==> src/rtl/pipe_pkg.sv <==
// Shared pipeline definitions: register-id and ALU-op widths, ALU opcodes,
// the control bundle that every inter-stage register carries, and the BUBBLE
// value those registers load when a slot is squashed or stalled.
package pipe_pkg;

  localparam int REG_ID_W = 5;
  localparam int ALU_OP_W = 4;

  typedef enum logic [ALU_OP_W-1:0] {
    ALU_ADD  = 4'd0,
    ALU_SUB  = 4'd1,
    ALU_AND  = 4'd2,
    ALU_OR   = 4'd3,
    ALU_XOR  = 4'd4,
    ALU_SLL  = 4'd5,
    ALU_SRL  = 4'd6,
    ALU_SRA  = 4'd7,
    ALU_SLT  = 4'd8,
    ALU_SLTU = 4'd9,
    ALU_LUI  = 4'd10,
    ALU_PASS = 4'd11
  } alu_op_e;

  // Control fields that travel with an instruction between stages.
  typedef struct packed {
    logic                valid;
    logic                we_regfile;
    logic                mem_read;
    logic                mem_write;
    logic [ALU_OP_W-1:0] alu_op;
  } pipe_ctrl_t;

  // A bubble: nothing valid, no side effects, ALU op 0.
  localparam pipe_ctrl_t BUBBLE = '0;

  // True when an instruction actually reads 'src' and it names register 'rd'.
  function automatic logic src_match(input logic                uses,
                                     input logic [REG_ID_W-1:0] src,
                                     input logic [REG_ID_W-1:0] rd);
    return uses && (src == rd);
  endfunction

endpackage

==> src/rtl/sat_counter.sv <==
// Event counter that increments on 'inc' and sticks at all-ones instead of
// wrapping, so a long run never reports a misleadingly small count.
module sat_counter #(
  parameter int CNT_WIDTH = 16
) (
  input  logic                 clk,
  input  logic                 rstn,
  input  logic                 inc,
  output logic [CNT_WIDTH-1:0] count
);

  // Next value for one increment, held at the ceiling once reached.
  function automatic logic [CNT_WIDTH-1:0] sat_inc(input logic [CNT_WIDTH-1:0] v);
    if (v == {CNT_WIDTH{1'b1}}) begin
      return v;
    end
    return v + {{(CNT_WIDTH-1){1'b0}}, 1'b1};
  endfunction

  // Count events; cleared only by reset.
  always_ff @(posedge clk or negedge rstn) begin
    if (!rstn) begin
      count <= '0;
    end else if (inc) begin
      count <= sat_inc(count);
    end
  end

endmodule

==> src/rtl/id_ex_hazard_stage.sv <==
// ID/EX pipeline register with load-use detection. A load in EX whose
// destination is read by the instruction in ID stalls the front end for one
// cycle while a bubble goes into EX; a flush squashes the decode slot, and a
// flush seen during a hold is remembered until the hold releases.
module id_ex_hazard_stage
  import pipe_pkg::*;
#(
  parameter int DWIDTH    = 32,
  parameter int CNT_WIDTH = 16
) (
  input  logic                 clk,
  input  logic                 rstn,
  input  logic                 id_valid,
  input  logic [REG_ID_W-1:0]  id_rs1_id,
  input  logic [REG_ID_W-1:0]  id_rs2_id,
  input  logic [REG_ID_W-1:0]  id_rd_id,
  input  logic                 id_uses_rs1,
  input  logic                 id_uses_rs2,
  input  logic [DWIDTH-1:0]    id_rs1_data,
  input  logic [DWIDTH-1:0]    id_rs2_data,
  input  logic [DWIDTH-1:0]    id_imm,
  input  logic [DWIDTH-1:0]    id_pc,
  input  logic                 id_we_regfile,
  input  logic                 id_mem_read,
  input  logic                 id_mem_write,
  input  logic [ALU_OP_W-1:0]  id_alu_op,
  input  logic                 flush,
  input  logic                 hold,
  output logic                 stall_id,
  output logic                 ex_valid,
  output logic [REG_ID_W-1:0]  ex_rs1_id,
  output logic [REG_ID_W-1:0]  ex_rs2_id,
  output logic [REG_ID_W-1:0]  ex_rd_id,
  output logic [DWIDTH-1:0]    ex_rs1_data,
  output logic [DWIDTH-1:0]    ex_rs2_data,
  output logic [DWIDTH-1:0]    ex_imm,
  output logic [DWIDTH-1:0]    ex_pc,
  output logic                 ex_we_regfile,
  output logic                 ex_mem_read,
  output logic                 ex_mem_write,
  output logic [ALU_OP_W-1:0]  ex_alu_op,
  output logic [CNT_WIDTH-1:0] stall_cnt,
  output logic [CNT_WIDTH-1:0] flush_cnt
);

  logic flush_pending;
  logic load_use;
  logic flush_eff;
  logic insert_bubble;
  logic stall_evt;

  // A load to x0 never produces a value, so it cannot create a hazard.
  assign load_use = ex_valid && ex_mem_read && (ex_rd_id != '0) && id_valid &&
                    (src_match(id_uses_rs1, id_rs1_id, ex_rd_id) ||
                     src_match(id_uses_rs2, id_rs2_id, ex_rd_id));

  // A flush parked during a hold takes effect on the first free edge.
  assign flush_eff = (flush || flush_pending) && !hold;

  // The squashed slot no longer needs its operand, so a flush cancels the stall.
  assign stall_id = hold || (load_use && !flush_eff);

  assign insert_bubble = flush_eff || load_use;
  assign stall_evt     = !hold && !flush_eff && load_use;

  // ---- ID -> EX boundary: hold, then flush, then load-use bubble, then capture ----
  always_ff @(posedge clk or negedge rstn) begin
    if (!rstn) begin
      flush_pending <= 1'b0;
      ex_valid      <= BUBBLE.valid;
      ex_we_regfile <= BUBBLE.we_regfile;
      ex_mem_read   <= BUBBLE.mem_read;
      ex_mem_write  <= BUBBLE.mem_write;
      ex_alu_op     <= BUBBLE.alu_op;
      ex_rs1_id     <= '0;
      ex_rs2_id     <= '0;
      ex_rd_id      <= '0;
      ex_rs1_data   <= '0;
      ex_rs2_data   <= '0;
      ex_imm        <= '0;
      ex_pc         <= '0;
    end else if (hold) begin
      flush_pending <= flush_pending || flush;
    end else if (insert_bubble) begin
      flush_pending <= 1'b0;
      ex_valid      <= BUBBLE.valid;
      ex_we_regfile <= BUBBLE.we_regfile;
      ex_mem_read   <= BUBBLE.mem_read;
      ex_mem_write  <= BUBBLE.mem_write;
      ex_alu_op     <= BUBBLE.alu_op;
      ex_rs1_id     <= '0;
      ex_rs2_id     <= '0;
      ex_rd_id      <= '0;
      ex_rs1_data   <= '0;
      ex_rs2_data   <= '0;
      ex_imm        <= '0;
      ex_pc         <= '0;
    end else begin
      flush_pending <= 1'b0;
      ex_valid      <= id_valid;
      ex_we_regfile <= id_we_regfile;
      ex_mem_read   <= id_mem_read;
      ex_mem_write  <= id_mem_write;
      ex_alu_op     <= id_alu_op;
      ex_rs1_id     <= id_rs1_id;
      ex_rs2_id     <= id_rs2_id;
      ex_rd_id      <= id_rd_id;
      ex_rs1_data   <= id_rs1_data;
      ex_rs2_data   <= id_rs2_data;
      ex_imm        <= id_imm;
      ex_pc         <= id_pc;
    end
  end

  sat_counter #(.CNT_WIDTH(CNT_WIDTH)) u_stall_cnt (
    .clk   (clk),
    .rstn  (rstn),
    .inc   (stall_evt),
    .count (stall_cnt)
  );

  sat_counter #(.CNT_WIDTH(CNT_WIDTH)) u_flush_cnt (
    .clk   (clk),
    .rstn  (rstn),
    .inc   (flush_eff),
    .count (flush_cnt)
  );

endmodule

==> config.mk <==
export PLATFORM = sky130hd
export DESIGN_NAME = id_ex_hazard_stage
export DESIGN_NICKNAME = d
export VERILOG_FILES = /design/src/rtl/pipe_pkg.sv /design/src/rtl/sat_counter.sv /design/src/rtl/id_ex_hazard_stage.sv
export SDC_FILE = /design/constraint.sdc
export NUM_CORES = 1
export LEC_CHECK = 0
export ABC_AREA = 1
export CAP_MARGIN = 20
export CORE_MARGIN = 2
export CORE_UTILIZATION = 43
export CTS_BUF_LIST = sky130_fd_sc_hd__clkbuf_16
export CTS_CLUSTER_SIZE = 30
export DETAILED_ROUTE_END_ITERATION = 10
export GPL_TIMING_DRIVEN = 0
export PLACE_DENSITY = 0.81
export SLEW_MARGIN = 20
export SYNTH_ARGS = -nofsm -noshare
export SYNTH_HDL_FRONTEND = slang
export SYNTH_SLANG_ARGS = --single-unit
==> constraint.sdc <==
create_clock -name clk -period 1.7 [get_ports clk]
set_input_delay 0.425 -clock clk [delete_from_list [all_inputs] [get_ports clk]]
set_output_delay 0.425 -clock clk [all_outputs]
set_load 0.005 [all_outputs]
==> results of run 1 <==
==> kinds of logic after synthesis <==
| group | after synthesis | share of synthesized area [%] |
|---|---|---|
| flops | 184 | 58.2 |
| xor+xnor | 24 | 2.66 |
| buf+inv | 85 | 4.92 |
| fa+ha+maj | 2 | 0.316 |
| simple gates | 621 | 32.7 |
| compound gates | 19 | 1.20 |
==> per-stage QoR <==
stage / util (%) / cell area, sq um / instances
2_1_floorplan: - / 7920 / 935
3_3_place_gp: 64.3 / 11600 / 1503
3_5_place_dp: 64.5 / 11600 / 1504
4_1_cts: 68.7 / 12400 / 1581
5_1_grt: 76.0 / 13700 / 1612
6_report: 76.0 / 13700 / 1612
==> Yosys cell counts, drive strengths merged <==
library cell  instances  share of area (%)
nor2                 41                2.2
nand2               410                 20
buf                  27                2.2
nand4                 5               0.47
ha                    2               0.32
nor3                  7               0.44
xor2                 16                1.8
dfrtp               184                 58
clkbuf               22                1.0
nor3b                 1              0.095
nand3               156                9.9
xnor2                 8               0.89
inv                  36                1.7
nand3b                1              0.095
o21ai                19                1.2
==> cells in the final DEF (no fill, tap or decap), drive strengths merged, types with 19 or more instances in the layout <==
| master | Yosys | final |
|---|---|---|
| nand2 | 410 | 410 |
| clkdlybuf4s50 | 0 | 144 |
| inv | 36 | 42 |
| nand3 | 156 | 156 |
| buf | 27 | 90 |
| o21ai | 19 | 19 |
| nor2 | 41 | 41 |
| dlygate4sd2 | 0 | 190 |
| dfrtp | 184 | 184 |
| clkbuf | 22 | 54 |
==> per-layer routing <==
metal,global-route usage (%),vias up,routed length [um],part of all wire (%)
met4,9.42,2,985,3.4
met2,46.4,370,15100,52
met5,0,-,13,0.044
met3,7.81,81,2280,7.8
li1,-,3848,-,-
met1,32.4,4050,10900,37
==> state kept, by name (all words and copies together), names as in the netlist, 4 cells and up <==
register           cells
ex_pc                 32
ex_rs1_id              5
ex_rd_id               5
ex_alu_op              4
u_flush_cnt.count     16
ex_rs2_data           32
ex_rs1_data           32
ex_imm                32
u_stall_cnt.count     16
ex_rs2_id              5
==> critical path, cell delays in order, from the launching register on <==
cell	delay, ns
sky130_fd_sc_hd__dfrtp_2	0.41
sky130_fd_sc_hd__inv_2	0.06
sky130_fd_sc_hd__nand2_1	0.08
sky130_fd_sc_hd__nand2_1	0.07
sky130_fd_sc_hd__nor2_1	0.10
sky130_fd_sc_hd__nand3_1	0.12
sky130_fd_sc_hd__nand2_4	0.12
sky130_fd_sc_hd__nand2_8	0.06
sky130_fd_sc_hd__buf_8	0.11
sky130_fd_sc_hd__o21ai_2	0.11
sky130_fd_sc_hd__buf_2	0.16
==> power breakdown <==
part / leakage, nW / internal (W) / total (W) / switching, W
registers: 2.43 / 0.00471 / 0.00491 / 0.000205
clock network: 0.286 / 0.00217 / 0.00394 / 0.00177
logic: 4.67 / 0.000990 / 0.00192 / 0.000928
==> worst max-delay path by stage <==
stage | startpoint | slack (ns) | to
final | ex_rd_id[4] | -0.57 | stall_id
after global routing | ex_rd_id[4] | -0.66 | stall_id
after CTS | ex_rd_id[3] | -0.54 | stall_id
after detailed placement | id_rs1_id[3] | -1.35 | stall_id
after global placement | rstn | -7.45 | ex_imm[0]
after floorplan | id_rs1_id[3] | 0.04 | stall_id
==> cell type report <==
type                            count  area [sq um]
Antenna cell                        1          2.50
Buffer                             49           397
Clock buffer                       17           425
Clock inverter                     15           154
Fill cell                        1219          4320
Inverter                           36           140
Multi-Input combinational cell    666          3620
Sequential cell                   184          4620
Tap cell                          229           287
Timing Repair Buffer              415          4060
==> what timing repair did <==
item                                    4_1_cts  5_1_grt
buffers inserted                             45       16
gates cloned                                  0       14
pin swaps                                     6       64
resized for setup                           232      221
endpoints found under the setup margin      353      175
==> parameters.txt, run 1 <==
Parameter                              Value

Route
  Post-Route WL    29,300 um
  Via count normalized by instance count    5.18
  Residual antenna-violating net count after detailed routing    0
  Routed WL per cell    18.2 um
  Remaining DRCs    0
  Number of DRC markers in iteration 0    467
  Total iterations of the first detailed-routing run    5
  Count of vias placed by the detailed router    8,351

STA
  Normalized max-slew margin    43.5%
  Fin. Hold Viols    5
  Final Critical Period    2.27 ns
  Final worst slack    -0.568 ns
  Max Fclk    441 MHz
  Worst-Margin Slew    0.847 ns
  TNS Setup    -25.64 ns
  Final Hold Slack    -0.0167 ns
  Fraction of the cycle the final worst path needs    133%
  Final max-slew violation count    0
  Final clock skew    0.0182 ns
  Final setup violation count    159
  Setup repair after global routing missed its margin    yes

Place
  Buffers on Ports    339
  Detailed placer's ending HPWL    19,000 um
  Routability-driven placement congestion ratio    0.868
  Post-placement worst setup slack    -1.35 ns

Finish
  Share of post-route cells with drive strength above 1    21.9%
  Syn-to-layout area delta    73.1%
  Total number of nets in the final design    1,528

Setup path
  Maximum net fanout on the critical path    5
  Kind of end point of the critical path    output pin
  Length in cells of the worst reg-to-reg path    14
  Required @ worst endpoint    1.27 ns
  Internal reg-to-reg setup slack    -0.28 ns
  Startpoint of the most critical register-to-register path    ex_rd_id[4]
  Worst reg2reg path endpoint    ex_imm[22]
  Data arrival time at the worst-slack endpoint    1.84 ns
  WS Path Type    register to output pin
  Element type at the critical path start    register

Floorplan
  Horiz. Die Dim    140 um
  Standard-cell row count    49
  Top-Level Pins    341
  Initial Utilization    43.9%
  Die height    140 um
  Die footprint    19,500 sq um
  Core area    18,000 sq um

Clock network
  Buffers from clock root to sink, at most    2
  Clock tree from TritonCTS    built
  Number of levels the H-tree was split into    4
  Total of hold buffers inserted after clock tree synthesis    0
  CTS Root Cell    sky130_fd_sc_hd__clkbuf_16
  Latest clock arrival within the worst-skew pair    0.44 ns
  CTS sink cnt    184
  Clock buffer count from CTS    17
  Worst-path clk slew    0.07 ns

Yosys
  Synthesized cell area    7920 sq um
  Library cells used by synthesis    25
  Syn Nets    1,094
  Cells after Synth    935
  Register area share after synthesis    58.2%
  Synthesis-stage register bit count    184
  Average instance area after synthesis    8.47 sq um
  Number of synthesis warnings    0

Pwr
  Lkg Pwr    7.39 nW
  Worst voltage drop across the vdd grid    0.000728 V
  Total power draw    0.0108 W
  Power per cell area    786 nW/um^2

Global routing
  Overall Global Routing Usage    26.9%
  Gr ovfl total    0
  Global-route wire length before repair    41,600 um
  Number of antenna violations at the first check in global routing    2
  Vias in the first global route    7,836
  Largest net degree at the start of global routing    94

Min path
  Worst hold-check path type    input pin to async pin

Outcome
  Run status    complete, but fails checks
  Violated checks    hold timing, setup timing

Job
  Maximum Capacitance Violations    0
Note: power is estimated with default switching activity, not from simulation.
==> inputs of run 2 (changes only) <==
--- a/config.mk
+++ b/config.mk
@@ -14,6 +14,7 @@
 export DETAILED_ROUTE_END_ITERATION = 10
 export GPL_TIMING_DRIVEN = 0
 export PLACE_DENSITY = 0.81
+export SKIP_CTS_REPAIR_TIMING = 1
 export SLEW_MARGIN = 20
 export SYNTH_ARGS = -nofsm -noshare
 export SYNTH_HDL_FRONTEND = slang
==> run 2 against run 1 <==
Against the previous run:
- the flow still finishes with violations (hold timing, setup timing)
- clock-buffer cell count unchanged
- flip-flop and latch count stayed put
- final cell count grew 0.50%
- routed wire length down 3.6%
- worst hold slack hardly changed
- die area stayed put
- maximum frequency is 1.4% lower
- non-clock buffer count grew 8
- critical path type is now input pin to output pin
- register-to-register slack improved by 0.16 ns
- clock skew shrank 0.0033 ns
==> parameters.txt, run 2 (synthesis results as in run 1) <==
Parameter                              Value

Route
  Total iterations of the first detailed-routing run    6 (+1)
  Residual antenna-violating net count after detailed routing    0 (unchanged)
  Count of vias placed by the detailed router    8,241 (-1.3%)
  Number of DRC markers in iteration 0    527 (+13%)
  Post-Route WL    28,300 um (-3.6%)
  Remaining DRCs    0 (unchanged)
  Routed WL per cell    17.4 um (-4.1%)
  Via count normalized by instance count    5.09 (-1.8%)

STA
  TNS Setup    -7.47 ns (+18.17 ns)
  Final worst slack    -0.599 ns (-0.0311 ns)
  Final Hold Slack    -0.0172 ns (-0.000470 ns)
  Max Fclk    435 MHz (-1.4%)
  Final clock skew    0.0149 ns (-0.00328 ns)
  Final max-slew violation count    0 (unchanged)
  Final Critical Period    2.30 ns (+0.0311 ns)
  Fraction of the cycle the final worst path needs    135% (+1.8 points)
  Normalized max-slew margin    52.2% (+8.7 points)
  Final setup violation count    91 (-43%)
  Fin. Hold Viols    3 (-2)
  Worst-Margin Slew    0.717 ns (-0.130 ns)
  Setup repair after global routing missed its margin    yes

Pwr
  NetSw    0.00284 W (-2.0%)
  Comb power frac    18.5% (+0.7 points)
  Lkg Pwr    9.42 nW (+28%)
  Reg power frac    45.2% (-0.4 points)
  Fraction of power spent switching nets    26.1% (-0.79 points)
  Power per cell area    802 nW/um^2 (+2.0%)
  Worst voltage drop across the vdd grid    0.000728 V (about the same)
  Part of the total power dissipated in the clock network    36.3% (-0.3 points)
  Internal    0.00803 W (+2.0%)

Clock network
  Latest clock arrival within the worst-skew pair    0.43 ns (about the same)
  Number of levels the H-tree was split into    4 (unchanged)
  Clock tree from TritonCTS    built
  Worst-path clk slew    0.08 ns (about the same)
  CTS sink cnt    184 (unchanged)
  CTS Root Cell    sky130_fd_sc_hd__clkbuf_16
  Buffers from clock root to sink, at most    2 (unchanged)
  Clock buffer count from CTS    17 (unchanged)

Setup path
  Internal reg-to-reg setup slack    -0.12 ns (+0.16 ns)
  Startpoint of the most critical register-to-register path    ex_rd_id[3]
  Maximum net fanout on the critical path    3 (-2)
  Element type at the critical path start    input pin
  WS Path Type    input pin to output pin
  Data arrival time at the worst-slack endpoint    1.87 ns (+0.03 ns)
  Worst reg2reg path endpoint    u_stall_cnt.count[7]
  Kind of end point of the critical path    output pin
  Length in cells of the worst reg-to-reg path    13 (-1)
  Required @ worst endpoint    1.27 ns (about the same)

Global routing
  Number of antenna violations at the first check in global routing    2 (unchanged)
  Overall Global Routing Usage    25.9% (-0.98 points)
  Global-route wire length before repair    40,200 um (-3.4%)
  Largest net degree at the start of global routing    94 (unchanged)
  Gr ovfl total    0 (unchanged)
  Vias in the first global route    7,551 (-3.6%)

Finish
  Register area    4630 sq um (+0.14%)
  Total number of nets in the final design    1,536 (+0.52%)
  Syn-to-layout area delta    71.2%
  Non-filler cells, final    1,620 (+0.50%)
  Commonest non-fill, non-tap cell in the layout    sky130_fd_sc_hd__nand2_1
  Area used by multi-input combinational logic    3020 sq um (-17%)
  Share of post-route cells with drive strength above 1    14.2% (-7.7 points)
  Post-route core utilization    75.2% (-0.81 points)
  Most frequent cells in the layout    sky130_fd_sc_hd__nand2_1 (404), sky130_fd_sc_hd__dlymetal6s2s_1 (191), sky130_fd_sc_hd__dfrtp_1 (167), sky130_fd_sc_hd__nand3_1 (154), sky130_fd_sc_hd__clkdlybuf4s50_1 (146)
  Filler cell count in the final layout    1,183 (-3.0%)

Floorplan
  Horiz. Die Dim    140 um (unchanged)
  Initial Utilization    43.9% (unchanged)
  Standard-cell row count    49 (unchanged)
  Core area    18,000 sq um (unchanged)
  Die footprint    19,500 sq um (unchanged)
  Die height    140 um (unchanged)
  Top-Level Pins    341 (unchanged)

Place
  Buffers on Ports    339 (unchanged)
  Post-placement worst setup slack    -1.35 ns (unchanged)
  Detailed placer's ending HPWL    19,000 um (unchanged)
  Inst Count DP    1,504 (unchanged)
  Routability-driven placement congestion ratio    0.868 (unchanged)

Outcome
  Run status    complete, but fails checks
  Violated checks    hold timing, setup timing

Min path
  Worst hold-check path type    input pin to async pin

Job
  Maximum Capacitance Violations    0 (unchanged)
## run 2: changes by cell type in the layout (fill, tap and decap cells not counted), moves of 6 or more
cell                             delta
sky130_fd_sc_hd__buf_4             +27
sky130_fd_sc_hd__buf_6             +11
sky130_fd_sc_hd__buf_8             -10
sky130_fd_sc_hd__clkbuf_16         -13
sky130_fd_sc_hd__dlygate4sd2_1    -190
sky130_fd_sc_hd__dlymetal6s2s_1   +188
sky130_fd_sc_hd__nand2_1           +13
sky130_fd_sc_hd__nand2_2           -13
sky130_fd_sc_hd__nand3_1          +107
sky130_fd_sc_hd__nand3_2          -103
sky130_fd_sc_hd__o21ai_0            +6
## run 2: area by class of cell
cell class | count | area share, %
diodes | 1 | 0.0185
plain buffers | 48 | 2.63
clock buffers | 17 | 3.14
clock inverters | 15 | 1.14
inverters | 36 | 1.03
multi-input cells | 666 | 22.3
flip-flops and latches | 184 | 34.1
well taps | 229 | 2.11
repair buffers | 424 | 33.5
## run 2: power groups by stage
stage / Combinational (W) / Sequential (W) / Clock [W]
CTS: 0.00184 / 0.00495 / 0.00399
finish: 0.00201 / 0.00492 / 0.00394
global route: 0.00218 / 0.00495 / 0.00418
global placement: 0.00177 / 0.00502 / 0
detailed placement: 0.00182 / 0.00503 / 0
floorplan: 0.000473 / 0.00503 / 0
## run 2: per-layer routing
metal	wire length [um]	GRT usage, %
met5	13	0
met1	10600	31.7
met2	14500	43.9
met3	2210	7.88
met4	896	9.11
## run 2: how the worst max path moves through the flow
| stage | startpoint | to | cells after the start |
|---|---|---|---|
| final | id_rs2_id[3] | stall_id | 11 |
| after global routing | ex_rd_id[0] | stall_id | 10 |
| after CTS | id_rs1_id[3] | stall_id | 11 |
| after detailed placement | id_rs1_id[3] | stall_id | 11 |
| after global placement | rstn | ex_imm[0] | 1 |
| after floorplan | id_rs1_id[3] | stall_id | 9 |
## run 2: critical path, stage by stage
cell and delay, ns:
sky130_fd_sc_hd__clkdlybuf4s50_1 0.49, sky130_fd_sc_hd__inv_2 0.05, sky130_fd_sc_hd__nand2_1 0.05, sky130_fd_sc_hd__nand2_1 0.06, sky130_fd_sc_hd__nor2_1 0.09, sky130_fd_sc_hd__nand3_1 0.12, sky130_fd_sc_hd__nand2_4 0.13, sky130_fd_sc_hd__nand2_8 0.06
sky130_fd_sc_hd__buf_8 0.12, sky130_fd_sc_hd__o21ai_2 0.12, sky130_fd_sc_hd__buf_2 0.15
## run 2: stage by stage
step                instance area (sq um)  power (W)
global route                        13600     0.0113
detailed placement                  11600    0.00686
global placement                    11600    0.00679
finish                              13600     0.0109
floorplan                            7920    0.00550
CTS                                 12200     0.0108
==> inputs of run 3 (changes only) <==
--- a/config.mk
+++ b/config.mk
@@ -8,12 +8,12 @@
 export ABC_AREA = 1
 export CAP_MARGIN = 20
 export CORE_MARGIN = 2
-export CORE_UTILIZATION = 43
+export CORE_UTILIZATION = 39
 export CTS_BUF_LIST = sky130_fd_sc_hd__clkbuf_16
 export CTS_CLUSTER_SIZE = 30
 export DETAILED_ROUTE_END_ITERATION = 10
 export GPL_TIMING_DRIVEN = 0
-export PLACE_DENSITY = 0.81
+export PLACE_DENSITY = 0.78
 export SKIP_CTS_REPAIR_TIMING = 1
 export SLEW_MARGIN = 20
 export SYNTH_ARGS = -nofsm -noshare
==> constraint.sdc (replaced) <==
create_clock -name clk -period 1.9 [get_ports clk]
set_input_delay 0.475 -clock clk [delete_from_list [all_inputs] [get_ports clk]]
set_output_delay 0.475 -clock clk [all_outputs]
set_load 0.005 [all_outputs]
==> run 3 against run 2 <==
Against the previous run:
- the run ends with setup timing left
- clock-buffer cell count did not move
- largest cell class is now flip-flops and latches
- routed wire length fell by 9.7%
- sequential power fell by 10%
- combinational power fell by 17%
- flip-flop and latch count did not move
- first-iteration DRC count fell by 21%
- final cell count fell by 1.2%
- critical path depth fell by 2
- utilization fell by 12 points
- power fell by 12%
- global-route usage fell by 2.7 points
==> parameters.txt, run 3 (synthesis results as in run 1) <==
Parameter                              Value

Outcome
  Run status    complete, but fails checks
  Violated checks    setup timing

Finish
  Syn-to-layout area delta    59.4%
  Share of post-route cells with drive strength above 1    9.56% (-4.6 points)
  Area used by multi-input combinational logic    3010 sq um (-0.25%)
  Register area    4620 sq um (-0.19%)
  Filler cell count in the final layout    1,670 (+41%)
  Non-filler cells, final    1,601 (-1.2%)
  Most frequent cells in the layout    sky130_fd_sc_hd__nand2_1 (401), sky130_fd_sc_hd__clkdlybuf4s50_1 (321), sky130_fd_sc_hd__dfrtp_1 (174), sky130_fd_sc_hd__nand3_1 (153), sky130_fd_sc_hd__nor2_1 (34)
  Post-route core utilization    62.8% (-12 points)
  Commonest non-fill, non-tap cell in the layout    sky130_fd_sc_hd__nand2_1
  Total number of nets in the final design    1,476 (-3.9%)

Floorplan
  Top-Level Pins    341 (unchanged)
  Core area    20,100 sq um (+12%)
  Die height    146 um (+4.9%)
  Standard-cell row count    52 (+6.1%)
  Horiz. Die Dim    146 um (+4.9%)
  Initial Utilization    39.4% (-4.5 points)
  Die footprint    21,500 sq um (+10%)

Setup path
  Required @ worst endpoint    1.42 ns (+0.15 ns)
  CP delay by family, top    buffers and inverters
  Data arrival time at the worst-slack endpoint    1.82 ns (-0.05 ns)
  Critical-path cell with the highest stage delay    sky130_fd_sc_hd__dfrtp_1
  Length in cells of the worst reg-to-reg path    11 (-2)
  Internal reg-to-reg setup slack    0.02 ns (+0.14 ns)
  Launch point of the worst path    ex_rd_id[3]
  Startpoint of the most critical register-to-register path    ex_rd_id[3]
  Maximum net fanout on the critical path    4 (+1)
  WS Path Type    register to output pin
  Worst reg2reg path endpoint    ex_imm[10]
  Cell-by-cell trace of the critical path    inv_2 > buf_6 > nand4_1 > o21ai_2 > inv_2 > nand2_8 > buf_8 > o21ai_4 > buf_6
  Buffer and inverter count on the worst path    5 (+1)
  Kind of end point of the critical path    output pin
  Element type at the critical path start    register
  Slowest cell delay on critical path    0.43 ns (-0.06 ns)

Global routing
  Global-route wire length before repair    39,600 um (-1.4%)
  Overall Global Routing Usage    23.2% (-2.7 points)
  Number of antenna violations at the first check in global routing    4 (+2)
  Gr ovfl total    0 (unchanged)
  Vias in the first global route    7,604 (+0.70%)
  Largest net degree at the start of global routing    100 (+6.4%)

STA
  Worst-Margin Slew    0.695 ns (-0.0215 ns)
  Final worst slack    -0.400 ns (+0.199 ns)
  Final clock skew    0.0107 ns (-0.00416 ns)
  Max Fclk    435 MHz
  Final setup violation count    2 (-98%)
  Fraction of the cycle the final worst path needs    121%
  Fin. Hold Viols    0 (-3)
  Normalized max-slew margin    53.6% (+1.4 points)
  Setup repair after global routing missed its margin    yes
  TNS Setup    -0.429 ns (+7.04 ns)
  Final max-slew violation count    0 (unchanged)
  Final Critical Period    2.30 ns

Place
  Post-placement worst setup slack    -1.37 ns (-0.0138 ns)
  Inst Count DP    1,545 (+2.7%)
  Detailed placer's ending HPWL    18,600 um (-2.1%)
  Routability-driven placement congestion ratio    0.885 (+1.9%)
  Buffers on Ports    339 (unchanged)

Route
  Via count normalized by instance count    4.83 (-5.1%)
  Total iterations of the first detailed-routing run    5 (-1)
  Post-Route WL    25,500 um (-9.7%)
  Routed WL per cell    15.9 um (-8.7%)
  Count of vias placed by the detailed router    7,725 (-6.3%)
  Remaining DRCs    0 (unchanged)
  Residual antenna-violating net count after detailed routing    0 (unchanged)
  Number of DRC markers in iteration 0    418 (-21%)

Min path
  Worst hold-check path type    input pin to async pin

Clock network
  Buffers from clock root to sink, at most    2 (unchanged)
  CTS Root Cell    sky130_fd_sc_hd__clkbuf_16
  Clock tree from TritonCTS    built
  Clock buffer count from CTS    17 (unchanged)
  Worst-path clk slew    0.08 ns (about the same)
  CTS sink cnt    184 (unchanged)
  Number of levels the H-tree was split into    4 (unchanged)
  Latest clock arrival within the worst-skew pair    0.42 ns (about the same)

Pwr
  Total power draw    0.00957 W (-12%)
  Lkg Pwr    6.31 nW (-33%)
  Worst voltage drop across the vdd grid    0.000693 V (-4.8%)
  Power per cell area    759 nW/um^2 (-5.4%)

Job
  Maximum Capacitance Violations    0 (unchanged)
[run 3: worst max-delay path by stage]
stage                 to  depth (start not counted)
6_report        stall_id                          9
5_1_grt         stall_id                          9
4_1_cts         stall_id                         11
3_5_place_dp    stall_id                         11
3_3_place_gp   ex_pc[17]                          1
2_1_floorplan   stall_id                          9
[run 3: final cells by class]
cell class	count	area share, %
antenna	2	0.0397
buffer	48	2.29
clock buffer	17	3.37
clock inverter	14	1.15
inverter	36	1.07
multi-input combinational	666	23.9
sequential	184	36.6
tap	270	2.68
timing repair buffer	364	28.9
[run 3: through the flow]
stage / area (sq um) / hold slack [ns]
finish: 12600 / 0.0192
global route: 12600 / 0.0542
CTS: 12200 / 0.0697
detailed placement: 11700 / 0.464
global placement: 11600 / 0.460
floorplan: 7920 / 0.179
[run 3: power breakdown]
part / total [W] / leakage [nW] / switching [W] / internal [W]
clock: 0.00348 / 0.280 / 0.00164 / 0.00184
sequential: 0.00442 / 2.43 / 0.000212 / 0.00421
combinational: 0.00167 / 3.60 / 0.000680 / 0.000992
[run 3: per-layer routing]
layer  track usage, %  vias to the layer above  wire length (um)
li1                 -                     3735                 -
met1             27.8                     3678             10200
met2             38.9                      258             12800
met3             7.34                       50              1770
met4             9.51                        4               728
met5                0                        -                27
